==> config.mk <==
export PLATFORM = sky130hd
export DESIGN_NAME = profiler_readout
export DESIGN_NICKNAME = d
export VERILOG_FILES = /design/src/rtl/profiler_readout_pkg.sv /design/src/rtl/profiler_readout_snapshot_bank.sv /design/src/rtl/profiler_readout.sv
export SDC_FILE = /design/constraint.sdc
export NUM_CORES = 1
export LEC_CHECK = 0
export CORE_ASPECT_RATIO = 0.8
export CORE_MARGIN = 2
export CORE_UTILIZATION = 25
export DETAILED_ROUTE_END_ITERATION = 6
export PLACE_DENSITY_LB_ADDON = 0.2
export REMOVE_ABC_BUFFERS = 1
export SLEW_MARGIN = 15
export SYNTH_ARGS = -nofsm -noshare
export SYNTH_HDL_FRONTEND = slang
export SYNTH_SLANG_ARGS = --single-unit
==> constraint.sdc <==
create_clock -name clk_i -period 2.9 [get_ports clk_i]
set_clock_uncertainty 0.15 [all_clocks]
set_input_delay 0.435 -clock clk_i [delete_from_list [all_inputs] [get_ports clk_i]]
set_output_delay 0.435 -clock clk_i [all_outputs]
set_load 0.005 [all_outputs]
==> src/rtl/profiler_readout_pkg.sv <==
// Shared definitions for the cache profiler readout block: bus/counter
// geometry, register word offsets, CTRL/STATUS bit positions, FSM states
// and the address-map decode helper.
package profiler_readout_pkg;

  localparam int XLEN  = 32;
  localparam int N_CNT = 7;
  localparam int N_LAT = 8;
  localparam int LAT_W = XLEN + 8;

  // Event counter indices
  localparam int CNT_WRITE_HIT   = 0;
  localparam int CNT_WRITE_MISS  = 1;
  localparam int CNT_WRITE_DIRTY = 2;
  localparam int CNT_READ_HIT    = 3;
  localparam int CNT_READ_MISS   = 4;
  localparam int CNT_READ_DIRTY  = 5;
  localparam int CNT_FLUSH       = 6;

  // Latency accumulator indices
  localparam int LAT_WM    = 0;
  localparam int LAT_WMD   = 1;
  localparam int LAT_RM    = 2;
  localparam int LAT_RMD   = 3;
  localparam int LAT_FLUSH = 4;
  localparam int LAT_HIT   = 5;
  localparam int LAT_HIT_R = 6;
  localparam int LAT_HIT_W = 7;

  // Register map in 32-bit word units (byte offset >> 2)
  localparam logic [5:0] CTRL_W     = 6'd0;   // 0x00
  localparam logic [5:0] STATUS_W   = 6'd1;   // 0x04
  localparam logic [5:0] CNT_BASE_W = 6'd4;   // 0x10
  localparam logic [5:0] CNT_END_W  = 6'd11;  // first word past the counters
  localparam logic [5:0] LAT_BASE_W = 6'd16;  // 0x40
  localparam logic [5:0] LAT_END_W  = 6'd32;  // first word past the latencies

  // CTRL / STATUS bit positions
  localparam int CTRL_SNAP_BIT  = 0;
  localparam int CTRL_CLR_BIT   = 1;
  localparam int STATUS_ERR_BIT = 1;

  typedef enum logic [1:0] {
    ST_IDLE = 2'd0,
    ST_SNAP = 2'd1,
    ST_RESP = 2'd2
  } state_t;

  // True for every word offset that has a register behind it.
  function automatic logic addr_mapped(input logic [5:0] w);
    return (w == CTRL_W) || (w == STATUS_W) ||
           ((w >= CNT_BASE_W) && (w < CNT_END_W)) ||
           ((w >= LAT_BASE_W) && (w < LAT_END_W));
  endfunction

endpackage

==> src/rtl/profiler_readout_snapshot_bank.sv <==
// Snapshot bank: frozen copies of the event counters and latency
// accumulators plus the word-select read mux over them.
// Ports: clk_i/rst_ni clock and async active-low reset; capture copies
// cnt_i/lat_i into the bank; word selects a 32-bit word; rdata is the
// selected snapshot word (0 for words outside the counter/latency ranges).
module profiler_readout_snapshot_bank
  import profiler_readout_pkg::*;
(
  input  logic                   clk_i,
  input  logic                   rst_ni,
  input  logic                   capture,
  input  logic [N_CNT*XLEN-1:0]  cnt_i,
  input  logic [N_LAT*LAT_W-1:0] lat_i,
  input  logic [5:0]             word,
  output logic [XLEN-1:0]        rdata
);

  logic [N_CNT*XLEN-1:0]  cnt_snap;
  logic [N_LAT*LAT_W-1:0] lat_snap;

  // Capture registers: loaded only on capture, otherwise hold.
  always_ff @(posedge clk_i or negedge rst_ni) begin
    if (!rst_ni) begin
      cnt_snap <= '0;
      lat_snap <= '0;
    end else if (capture) begin
      cnt_snap <= cnt_i;
      lat_snap <= lat_i;
    end else begin
      cnt_snap <= cnt_snap;
      lat_snap <= lat_snap;
    end
  end

  // Read mux: each latency occupies a lo word then a zero-extended hi word.
  always_comb begin
    rdata = '0;
    for (int k = 0; k < N_CNT; k++) begin
      rdata = (word == 6'(CNT_BASE_W + 6'(k))) ? cnt_snap[k*XLEN +: XLEN] : rdata;
    end
    for (int j = 0; j < N_LAT; j++) begin
      rdata = (word == 6'(LAT_BASE_W + 6'(2*j))) ?
              lat_snap[j*LAT_W +: XLEN] : rdata;
      rdata = (word == 6'(LAT_BASE_W + 6'(2*j + 1))) ?
              XLEN'(lat_snap[j*LAT_W+XLEN +: LAT_W-XLEN]) : rdata;
    end
  end

endmodule

==> src/rtl/profiler_readout.sv <==
// Cache profiler readout: bus responder that freezes the profiler counters
// on command and serves the frozen copy as 32-bit words.
// Ports: clk_i/rst_ni clock and async active-low reset; cnt_i/lat_i live
// profiler values; strobe_i/rw_i/addr_i/data_i one-cycle bus request;
// data_o/ready_o one-cycle registered response; clr_o one-cycle clear
// pulse to the profiler, coincident with ready_o.
module profiler_readout
  import profiler_readout_pkg::*;
(
  input  logic                   clk_i,
  input  logic                   rst_ni,
  input  logic [N_CNT*XLEN-1:0]  cnt_i,
  input  logic [N_LAT*LAT_W-1:0] lat_i,
  input  logic                   strobe_i,
  input  logic                   rw_i,
  input  logic [7:0]             addr_i,
  input  logic [XLEN-1:0]        data_i,
  output logic [XLEN-1:0]        data_o,
  output logic                   ready_o,
  output logic                   clr_o
);

  state_t          state;
  logic            req_clr;
  logic            snap_valid;
  logic            err;
  logic [7:0]      seq;
  logic [5:0]      word;
  logic [XLEN-1:0] bank_rdata;
  logic [XLEN-1:0] rd_data;
  logic            capture;
  logic            unused_bits;

  assign word        = addr_i[7:2];
  assign capture     = (state == ST_SNAP);
  assign unused_bits = ^{addr_i[1:0], data_i[XLEN-1:2]};

  profiler_readout_snapshot_bank u_bank (
    .clk_i   (clk_i),
    .rst_ni  (rst_ni),
    .capture (capture),
    .cnt_i   (cnt_i),
    .lat_i   (lat_i),
    .word    (word),
    .rdata   (bank_rdata)
  );

  // Read data for the current request; STATUS is the only live register.
  always_comb begin
    rd_data = bank_rdata;
    if (word == STATUS_W) begin
      rd_data = {16'h0000, seq, 6'b000000, err, snap_valid};
    end else begin
      rd_data = bank_rdata;
    end
  end

  // Request FSM with registered response outputs. ready_o is raised on the
  // edge that enters RESP, so RESP is exactly the response cycle.
  always_ff @(posedge clk_i or negedge rst_ni) begin
    if (!rst_ni) begin
      state      <= ST_IDLE;
      req_clr    <= 1'b0;
      snap_valid <= 1'b0;
      err        <= 1'b0;
      seq        <= 8'h00;
      ready_o    <= 1'b0;
      data_o     <= '0;
      clr_o      <= 1'b0;
    end else begin
      case (state)
        ST_IDLE: begin
          ready_o <= 1'b0;
          data_o  <= '0;
          clr_o   <= 1'b0;
          if (strobe_i) begin
            if (rw_i && (word == CTRL_W) && data_i[CTRL_SNAP_BIT]) begin
              // Capture first; any clear waits for the response cycle.
              req_clr <= data_i[CTRL_CLR_BIT];
              state   <= ST_SNAP;
            end else begin
              ready_o <= 1'b1;
              state   <= ST_RESP;
              if (rw_i) begin
                clr_o <= (word == CTRL_W) && data_i[CTRL_CLR_BIT];
                if (!addr_mapped(word)) begin
                  err <= 1'b1;
                end else if ((word == STATUS_W) && data_i[STATUS_ERR_BIT]) begin
                  err <= 1'b0;
                end else begin
                  err <= err;
                end
              end else begin
                data_o <= rd_data;
                if (!addr_mapped(word)) begin
                  err <= 1'b1;
                end else begin
                  err <= err;
                end
              end
            end
          end else begin
            state <= ST_IDLE;
          end
        end
        ST_SNAP: begin
          snap_valid <= 1'b1;
          seq        <= seq + 8'd1;
          ready_o    <= 1'b1;
          data_o     <= '0;
          clr_o      <= req_clr;
          state      <= ST_RESP;
        end
        ST_RESP: begin
          ready_o <= 1'b0;
          data_o  <= '0;
          clr_o   <= 1'b0;
          state   <= ST_IDLE;
        end
        default: begin
          ready_o <= 1'b0;
          data_o  <= '0;
          clr_o   <= 1'b0;
          state   <= ST_IDLE;
        end
      endcase
    end
  end

endmodule

### Word level (Yosys, flattened, before mapping)

Index checks and enable logic that the tools add are counted.

* bits in registers: 591
* input port bits: 588
* output and inout port bits: 34

* add/subtract/negate cells: 1
* magnitude comparators: 4
* equality and inequality tests: 27
* mux-type cells: 42
* bitwise gates (word level): 1
* reduce and logical (&&, ||, !) cells: 13

Operator list (number)
* $mux 32: 28
* $eq 6x5->1 const B: 16
* $eq 6x3->1 const B: 4
* $eq 6x4->1 const B: 3
* $mux 1: 9
* $add 8x1->8 const B: 1
* $eq 6x1->1 const B: 1
* $ge 6x3->1 const B: 1
* $ge 6x5->1 const B: 1
* $logic_and 1x1->1: 6
* $logic_not 6->1: 1
* $lt 6x4->1 const B: 1
* $lt 6x6->1 const B: 1
* $reduce_and 5->1: 1
* $mux 2: 2
* $pmux 1 s2: 2
* $pmux 2 s2: 1
* $logic_or 1x1->1: 3
* $reduce_and 3->1: 1
* $eq 2x1->1 const B: 1
* $logic_not 2->1: 1
* $ne 2x1->1 const B: 1
* $ne 2x2->1 const B: 1
* $not 1->1: 1

### Logic depth before layout (Yosys ltp)

Gate-level depths: netlist (run 1).

* depth after elaboration: 29
* gate-level depth with buffers: 10
* gate-level depth less buffers: 6

### Cells and area by module

A second synthesis (run 1) with hierarchy kept.

* cell total of the unflattened synthesis: 1974
* area, all modules: 26251.4 um2

By module, submodules not included
* profiler_readout_snapshot_bank: times used 1, cells each 1840, area each 24496.0 um2, seq. area each 13613.1 um2
* profiler_readout: times used 1, cells each 134, area each 1755.4 um2, seq. area each 1151.1 um2

### Least setup slack after synthesis (run 1)

OpenSTA, ideal clock, no wires.

* path type: input -> register
* from: in addr_i[4]
* to: reg data_o[2]
* arrival time: 1.973 ns
* required time: 2.620 ns
* path slack: 0.647 ns
* stages on the path: 8
* buffers on the path: 2
* path through: buf_2 -> buf_6 -> nor4b_1 -> nand2_1 -> o22ai_1 -> nor2_1 -> a221oi_1 -> o41ai_1

* longest elaborated chain between the ends: 29
* elaborated cells between the ends (all ways): 55
* classes of those cells: eq/ne: 24; mux: 28; reduce/logical: 3

RTL lines
* start: declaration: RTL line profiler_readout.sv:16 `input logic [7:0] addr_i,`
* $eq 6x3->1: RTL line profiler_readout_snapshot_bank.sv:39 `rdata = (word == 6'(CNT_BASE_W + 6'(k))) ? cnt_snap[k*XLEN +: XLEN] : rdata;`
* $mux 32 (7 in series): RTL line profiler_readout_snapshot_bank.sv:39
* $mux 32: RTL line profiler_readout_snapshot_bank.sv:42 `rdata = (word == 6'(LAT_BASE_W + 6'(2*j))) ?`
* $mux 32: RTL line profiler_readout_snapshot_bank.sv:44 `rdata = (word == 6'(LAT_BASE_W + 6'(2*j + 1))) ?`
* $mux 32: RTL line profiler_readout_snapshot_bank.sv:42
* $mux 32: RTL line profiler_readout_snapshot_bank.sv:44
* $mux 32: RTL line profiler_readout_snapshot_bank.sv:42
* $mux 32: RTL line profiler_readout_snapshot_bank.sv:44
* [7 not listed]
* $mux 32: RTL line profiler_readout_snapshot_bank.sv:44
* $mux 32: RTL line profiler_readout_snapshot_bank.sv:42
* $mux 32: RTL line profiler_readout_snapshot_bank.sv:44
* $mux 32: RTL line profiler_readout.sv:51 `if (word == STATUS_W) begin`
* $mux 32: RTL line profiler_readout.sv:84 `if (rw_i) begin`
* $mux 32 *: RTL line profiler_readout.sv:77 `if (rw_i && (word == CTRL_W) && data_i[CTRL_SNAP_BIT]) begin`
* $mux 32 *: RTL line profiler_readout.sv:76 `if (strobe_i) begin`
* $mux 32 *: RTL line profiler_readout.sv:71 `case (state)`
* end signal: assignment: RTL line profiler_readout.sv:94 `data_o <= rd_data;`
* end: declaration: RTL line profiler_readout.sv:18 `output logic [XLEN-1:0] data_o,`

Mark *: on every way between the ends. The rest lies on a longest branch, timed or not.
A chain may end at the register's enable or synchronous reset.

### Worst setup path in the final report (run 1)

* from: in addr_i[4]
* to: reg data_o[15]

The elaborated chain is that of the path after synthesis.

==> results of run 1 <==
==> worst max-delay path, cell delays in order <==
cell             delay (ns)
clkdlybuf4s50_1        0.51
buf_4                  0.20
nor4b_4                0.35
buf_4                  0.17
nand2_1                0.35
buf_4                  0.31
a21oi_1                0.37
buf_4                  0.19
nor3_1                 0.04
o21ai_1                0.10
==> cells by family (layout without fill, tap and decap cells) <==
family	after synthesis	in the layout	synth area share (%)
flip-flops	590	590	57.0
multiplexers	583	583	26.3
AO/OA/AOI/OAI	329	329	9.13
AND/OR/NAND/NOR	248	248	4.91
buffers and inverters	147	900	2.41
XOR/XNOR	7	7	0.237
adder cells (fa/ha/maj)	1	1	0.0483
other	0	7	0
==> through the flow <==
stage                     utilization [%]  std cells  power, mW
after floorplan                         -       1769       9.01
after global placement               34.1       3929       10.4
after detailed placement             34.1       3929       10.5
after CTS                            36.3       4049       19.2
after global routing                 36.3       4050       19.7
final                                36.3       4056       18.9
==> worst paths after layout <==
check | startpoint | endpoint | slack (ns)
max in group asynchronous | rst_ni | u_bank.lat_snap[143]$_DFFE_PN0P_ | 1.42
worst min register to register | seq[7]$_DFFE_PN0P_ | seq[7]$_DFFE_PN0P_ | 0.32
min in group clk_i | lat_i[204] | u_bank.lat_snap[204]$_DFFE_PN0P_ | 0.25
worst max register to register | ready_o$_DFF_PN0_ | data_o[4]$_DFF_PN0_ | 0.55
worst min-delay path | rst_ni | u_bank.lat_snap[242]$_DFFE_PN0P_ | 0.20
worst max-delay path | addr_i[4] | data_o[15]$_DFF_PN0_ | 0.24
==> power by group through the flow <==
stage               registers [mW]  clock network [mW]  logic (mW)
floorplan                     8.65                   0       0.360
global placement              8.68                   0        1.74
detailed placement            8.69                   0        1.76
CTS                           8.54                8.92        1.77
global route                  8.56                9.25        1.86
finish                        8.55                8.64        1.73
==> area by class of cell <==
class / instances / area share, %
Antenna cell: 7 / 0.0470
Clock buffer: 92 / 5.24
Clock inverter: 27 / 0.722
Inverter: 11 / 0.111
Multi-Input combinational cell: 1168 / 28.3
Sequential cell: 590 / 39.6
Tap cell: 1391 / 4.67
Timing Repair Buffer: 770 / 21.3
==> synthesized netlist by cell type (all sizes together), types with 6 or more instances <==
cell type,count
a211oi,14
a21oi,50
a221oi,21
a222oi,24
a22o,15
a22oi,68
a31oi,20
a32oi,6
and2,7
and3,16
buf,44
clkbuf,92
dfrtp,590
inv,9
mux2,541
mux2i,19
mux4,23
nand2,70
nand2b,6
nand3,26
nand4,7
nor2,49
nor2b,12
nor3,33
o21ai,40
o22ai,22
o2bb2ai,7
==> layout by cell type (no fill, tap or decap), types with 6 or more instances in the layout <==
cell             count
nor3_1              29
a21oi_1             49
nand2_1             70
nand2b_1             6
nor2b_1             10
inv_1                9
o22ai_1             22
buf_12              53
nand3_1             25
o21ai_0             38
clkbuf_8            12
mux4_2              23
clkdlybuf4s50_1    586
diode_2              7
clkinvlp_4           7
a211oi_1            13
and2_1               6
clkbuf_16           70
a22o_1              15
a31oi_1             20
o2bb2ai_1            7
dfrtp_1            590
a32oi_1              6
mux2_2             541
clkbuf_1            10
buf_4              128
nand4_1              7
a222oi_1            24
a22oi_1             68
clkinv_2            12
nor2_1              45
mux2i_1             19
a221oi_1            21
and3_1              14
==> registers in the layout, indices dropped and copies added, names as in the netlist <==
register,cells
data_o,32
u_bank.cnt_snap,224
u_bank.lat_snap,320
seq,8
snap_valid,1
clr_o,1
err,1
ready_o,1
req_clr,1
state,1
==> layer usage <==
metal	global-route usage, %	up-vias	share of wire [%]
met5	0	-	0.34
met4	5.07	46	2.5
met3	5.61	176	7.3
met2	29.9	568	47
met1	23.5	9800	43
li1	-	8571	-
==> results.sh, run 1 <==
export IMPL_std_cell_rows=105
export IMPL_synth_cell_types=71
export IMPL_grt_max_degree=70
export IMPL_p_per_area_nw_per_um2=507
export IMPL_dieHeight_um=292
export IMPL_p_sw_share_pct=23.5
export IMPL_ant_nets=0
export IMPL_yosysTopAreaCellShare_pct=57.0
export IMPL_timing_hold_ws_ns=0.203
export IMPL_clk_pin_slew_ns=0.06
export IMPL_synth_edff_count=0
export IMPL_hold_viol=0
export IMPL_hp_class="primary input to async pin"
export IMPL_multi_input_area_um2=10600
export IMPL_cts_sinks=590
export IMPL_dieWidth_um=364
export IMPL_combPwrFrac_pct=9.2
export IMPL_status="finished, final reports clean"
export IMPL_tightest_slew_ns=0.702
export IMPL_wl_per_cell_um=24.3
export IMPL_postSynthAreaPerCell_um2=13.6
export IMPL_drc=0
export IMPL_grt_pass1_vias=21238
export IMPL_netlist_area_um2=25900
export IMPL_cts_max_path_buffers=3
export IMPL_cts_tree="built"
export IMPL_htree_levels=3
export IMPL_register_area_um2=14800
export IMPL_timing_fmax_mhz=376
export IMPL_crit_type="primary input to flip-flop"
export IMPL_setup_tns_final_ns=0
export IMPL_drv_slew=0
export IMPL_cp_start_kind="primary input"
export IMPL_final_cell_area_um2=37300
export IMPL_clockPowerShare_pct=45.7
export IMPL_grt_overflow_total=0
export IMPL_cts_hold_buf=1
export IMPL_fin_crit_ns=2.66
export IMPL_place_area_um2=35000
export IMPL_synthCells=1905
export IMPL_layout_drive_gt1_share_pct=33.1
export IMPL_worstPathRequired_ns=3.27
export IMPL_area_delta_synth_final_pct=43.9
export IMPL_synth_area_leaders="dfrtp_1 57%, mux2_2 24%, mux4_2 2.0%, a22oi_1 2.0%, clkbuf_1 1.3%"
export IMPL_relSlewSlack_pct=52.8
export IMPL_yosys_warnings=0
export IMPL_clock_latency_ns=0.61
export IMPL_place_detailed_hpwl_um=74000
export IMPL_floorplan_initialDensity_pct=25.2
export IMPL_post_cts_buffers=0
export IMPL_place_congestion=0.853
export IMPL_drt_first_pass_iters=7
export IMPL_routed_wl_um=98700
export IMPL_ir_drop_mv=0.403
export IMPL_yosysTopAreaCell="dfrtp_1"
export IMPL_die_area_um2=106000
export IMPL_core_um2=103000
export IMPL_fin_nets=3198
export IMPL_io_buffers=589
export IMPL_vias=19161
export IMPL_intPower_mw=14.5
export IMPL_yosysSeqAreaShare_pct=57.0
export IMPL_rsz0062_at_grt="no"
export IMPL_p_leak_nw=16.8
export IMPL_clockRootBuffer="clkbuf_16"
export IMPL_grtUsageTotal_pct=18.4
export IMPL_crit_arrival_ns=3.03
export IMPL_post_route_worst_setup_slack_ns=0.239
export IMPL_end_kind="flip-flop"
export IMPL_final_setup_viol_count=0
export IMPL_pre_cts_ws_ns=-0.431
export IMPL_vias_per_cell=4.72
export IMPL_ys_ff_latch=590
export IMPL_r2r_cells=7
export IMPL_antenna_found_initial=33
export IMPL_p_seq_share_pct=45.2
export IMPL_synth_flop_cell="dfrtp_1"
export IMPL_grt_pass1_wl_um=142000
export IMPL_cap_violations=0
export IMPL_p_sw_mw=4.44
export IMPL_async_flop_share_pct=100
export IMPL_cts_resized=0
export IMPL_cp_max_fo=6
export IMPL_cts_buffers=68
export IMPL_io_pins=622
export IMPL_period_share_pct=91.8
export IMPL_drtIter0Drc=1190
export IMPL_fillCellCount=9850
Power figures use the tool's default switching activity.
==> run 2: changes to the inputs <==
SLEW_MARGIN = 30   (was 15)
==> results of run 2 <==
Same layout as run 1: the final DEF is identical, and so are final timing and power.
==> run 3: changes to the inputs <==
CELL_PAD_IN_SITES_DETAIL_PLACEMENT = 0   (was not set)
CELL_PAD_IN_SITES_GLOBAL_PLACEMENT = 1   (was not set)
==> run 3 against run 2 <==
Effect of this change: cell area about the same; via count increased by 0.90%; power rose by 1.4%; critical path type unchanged; largest power group unchanged; combinational power hardly changed.
==> results.sh, run 3 (synthesized netlist as in run 1, its figures left out) <==
export IMPL_layout_common_cells="590 x dfrtp_1, 586 x clkdlybuf4s50_1, 541 x mux2_2, 134 x buf_4, 72 x clkbuf_16"
export IMPL_grtUsageTotal_pct=19.2
export IMPL_final_setup_viol_count=0
export IMPL_worstSetupEndpoint="data_o[7]$_DFF_PN0_"
export IMPL_dieHeight_um=292
export IMPL_cpMostUsedCell="buf_4"
export IMPL_area_delta_synth_final_pct=43.8
export IMPL_pre_cts_ws_ns=-0.358
export IMPL_cap_violations=0
export IMPL_floorplan_initialDensity_pct=25.2
export IMPL_drv_slew=0
export IMPL_reg2reg_from="ready_o$_DFF_PN0_"
export IMPL_grt_max_degree=71
export IMPL_hp_class="primary input to flip-flop"
export IMPL_status="finished, final reports clean"
export IMPL_clockPowerShare_pct=46.3
export IMPL_max_stage_delay_ns=0.53
export IMPL_cp_start_kind="primary input"
export IMPL_htree_levels=3
export IMPL_reg_top3="u_bank.lat_snap: 320 flops, u_bank.cnt_snap: 224 flops, data_o: 32 flops"
export IMPL_end_kind="flip-flop"
export IMPL_cp_max_fo=8
export IMPL_grt_pass1_vias=21208
export IMPL_relSlewSlack_pct=50.2
export IMPL_dieWidth_um=364
export IMPL_tightest_slew_ns=0.747
export IMPL_p_sw_share_pct=23.5
export IMPL_hold_viol=0
export IMPL_design_power_total_mw=19.2
export IMPL_core_um2=103000
export IMPL_vias=19333
export IMPL_layout_drive_gt1_share_pct=33.0
export IMPL_worstPathRequired_ns=3.22
export IMPL_grt_overflow_total=0
export IMPL_ff2ff_setup_slack_ns=0.52
export IMPL_intPower_mw=14.7
export IMPL_cts_tree="built"
export IMPL_drtIter0Drc=1200
export IMPL_crit_type="primary input to flip-flop"
export IMPL_clockRootBuffer="clkbuf_16"
export IMPL_r2r_end="data_o[2]$_DFF_PN0_"
export IMPL_place_detailed_hpwl_um=77200
export IMPL_startpoint="addr_i[6]"
export IMPL_final_common_cell="dfrtp_1"
export IMPL_std_cell_rows=105
export IMPL_cpMaxStageDelayCell="clkdlybuf4s50_1"
export IMPL_clk_pin_slew_ns=0.06
export IMPL_cts_max_path_buffers=3
export IMPL_timing_hold_ws_ns=0.246
export IMPL_post_route_worst_setup_slack_ns=0.281
export IMPL_cts_sinks=590
export IMPL_combPwrFrac_pct=9.1
export IMPL_drc=0
export IMPL_period_share_pct=90.3
export IMPL_drt_first_pass_iters=5
export IMPL_rsz0062_at_grt="no"
export IMPL_fin_nets=3199
export IMPL_cts_buffers=70
export IMPL_p_seq_share_pct=44.6
export IMPL_place_congestion=0.855
export IMPL_p_per_area_nw_per_um2=515
export IMPL_cts_resized=0
export IMPL_r2r_cells=7
export IMPL_io_buffers=589
export IMPL_vias_per_cell=4.76
export IMPL_p_leak_nw=16.8
export IMPL_routed_wl_um=104000
export IMPL_p_sw_mw=4.50
export IMPL_final_cell_area_um2=37200
export IMPL_place_area_um2=34900
export IMPL_ant_nets=0
export IMPL_crit_arrival_ns=2.94
export IMPL_antenna_found_initial=35
export IMPL_crit_chain="clkdlybuf4s50_1 > buf_12 > buf_4 > nand2b_1 > buf_4 > nor3_1 > buf_4 > a31oi_1 > o221ai_1 > buf_4 > a21oi_1"
export IMPL_fin_crit_ns=2.62
export IMPL_regMostFlops="u_bank.lat_snap"
export IMPL_grt_pass1_wl_um=148000
export IMPL_die_area_um2=106000
export IMPL_io_pins=622
export IMPL_ir_drop_mv=0.307
export IMPL_timing_fmax_mhz=382
export IMPL_clock_latency_ns=0.62
export IMPL_wl_per_cell_um=25.6
export IMPL_largest_reg_flops=320
## run 3: cell count changes in the layout (fill, tap and decap cells not counted), moves of 3 or more
cell / delta
buf_12: -7
buf_4: +6
clkinv_2: -5
clkbuf_8: +4
clkinvlp_4: -4
clkinv_4: +3
## run 3: worst max-delay path, delay by kind of cell
| family | cells | cell delay (ns) |
|---|---|---|
| AOI/OAI and AO/OA | 3 | 0.46 |
| buffers and inverters | 6 | 1.46 |
| and+or+nand+nor | 2 | 0.59 |
## run 3: worst min path at each step
| stage | start | end | cells after the start |
|---|---|---|---|
| floorplan | rst_ni | clr_o$_DFF_PN0_ | 0 |
| global placement | snap_valid$_DFFE_PN0P_ | snap_valid$_DFFE_PN0P_ | 1 |
| detailed placement | snap_valid$_DFFE_PN0P_ | snap_valid$_DFFE_PN0P_ | 1 |
| CTS | lat_i[206] | u_bank.lat_snap[206]$_DFFE_PN0P_ | 3 |
| global route | cnt_i[122] | u_bank.cnt_snap[122]$_DFFE_PN0P_ | 2 |
| finish | lat_i[206] | u_bank.lat_snap[206]$_DFFE_PN0P_ | 3 |
## run 3: power by group through the flow
| stage | clock network [mW] | registers (mW) | logic [mW] |
|---|---|---|---|
| 3_3_place_gp | 0 | 8.69 | 1.76 |
| 4_1_cts | 9.18 | 8.55 | 1.78 |
| 3_5_place_dp | 0 | 8.69 | 1.77 |
| 5_1_grt | 9.51 | 8.56 | 1.87 |
| 2_1_floorplan | 0 | 8.65 | 0.360 |
| 6_report | 8.88 | 8.55 | 1.75 |
## run 3: repair_timing
action	in CTS	in global routing
setup buffers	0	0
endpoints found under the hold margin	44	0
hold buffers	1	0
## run 3: final cells by class
cell class,count,area (um^2)
flip-flops and latches,590,14800
well taps,1391,1740
clock buffers,100,2070
fillers,10016,65400
inverters,11,41.3
multi-input cells,1168,10600
diodes,9,22.5
clock inverters,20,216
repair buffers,769,7830
## run 3: layer usage
layer,GRT usage (%),share of wire (%),vias to the layer above
met2,31.2,47,570
met1,25.3,44,9970
met4,4.48,2.0,48
met3,5.46,7.1,167
met5,0,0.31,-
li1,-,-,8578
## run 3: metrics by stage
| step | util [%] | TNS (ns) | cells |
|---|---|---|---|
| after detailed placement | 34.0 | -3.51 | 3928 |
| after global routing | 36.3 | 0 | 4053 |
| after CTS | 36.3 | 0 | 4049 |
| after floorplan | - | - | 1769 |
| after global placement | 34.0 | -2.74 | 3928 |
| final | 36.3 | 0 | 4058 |
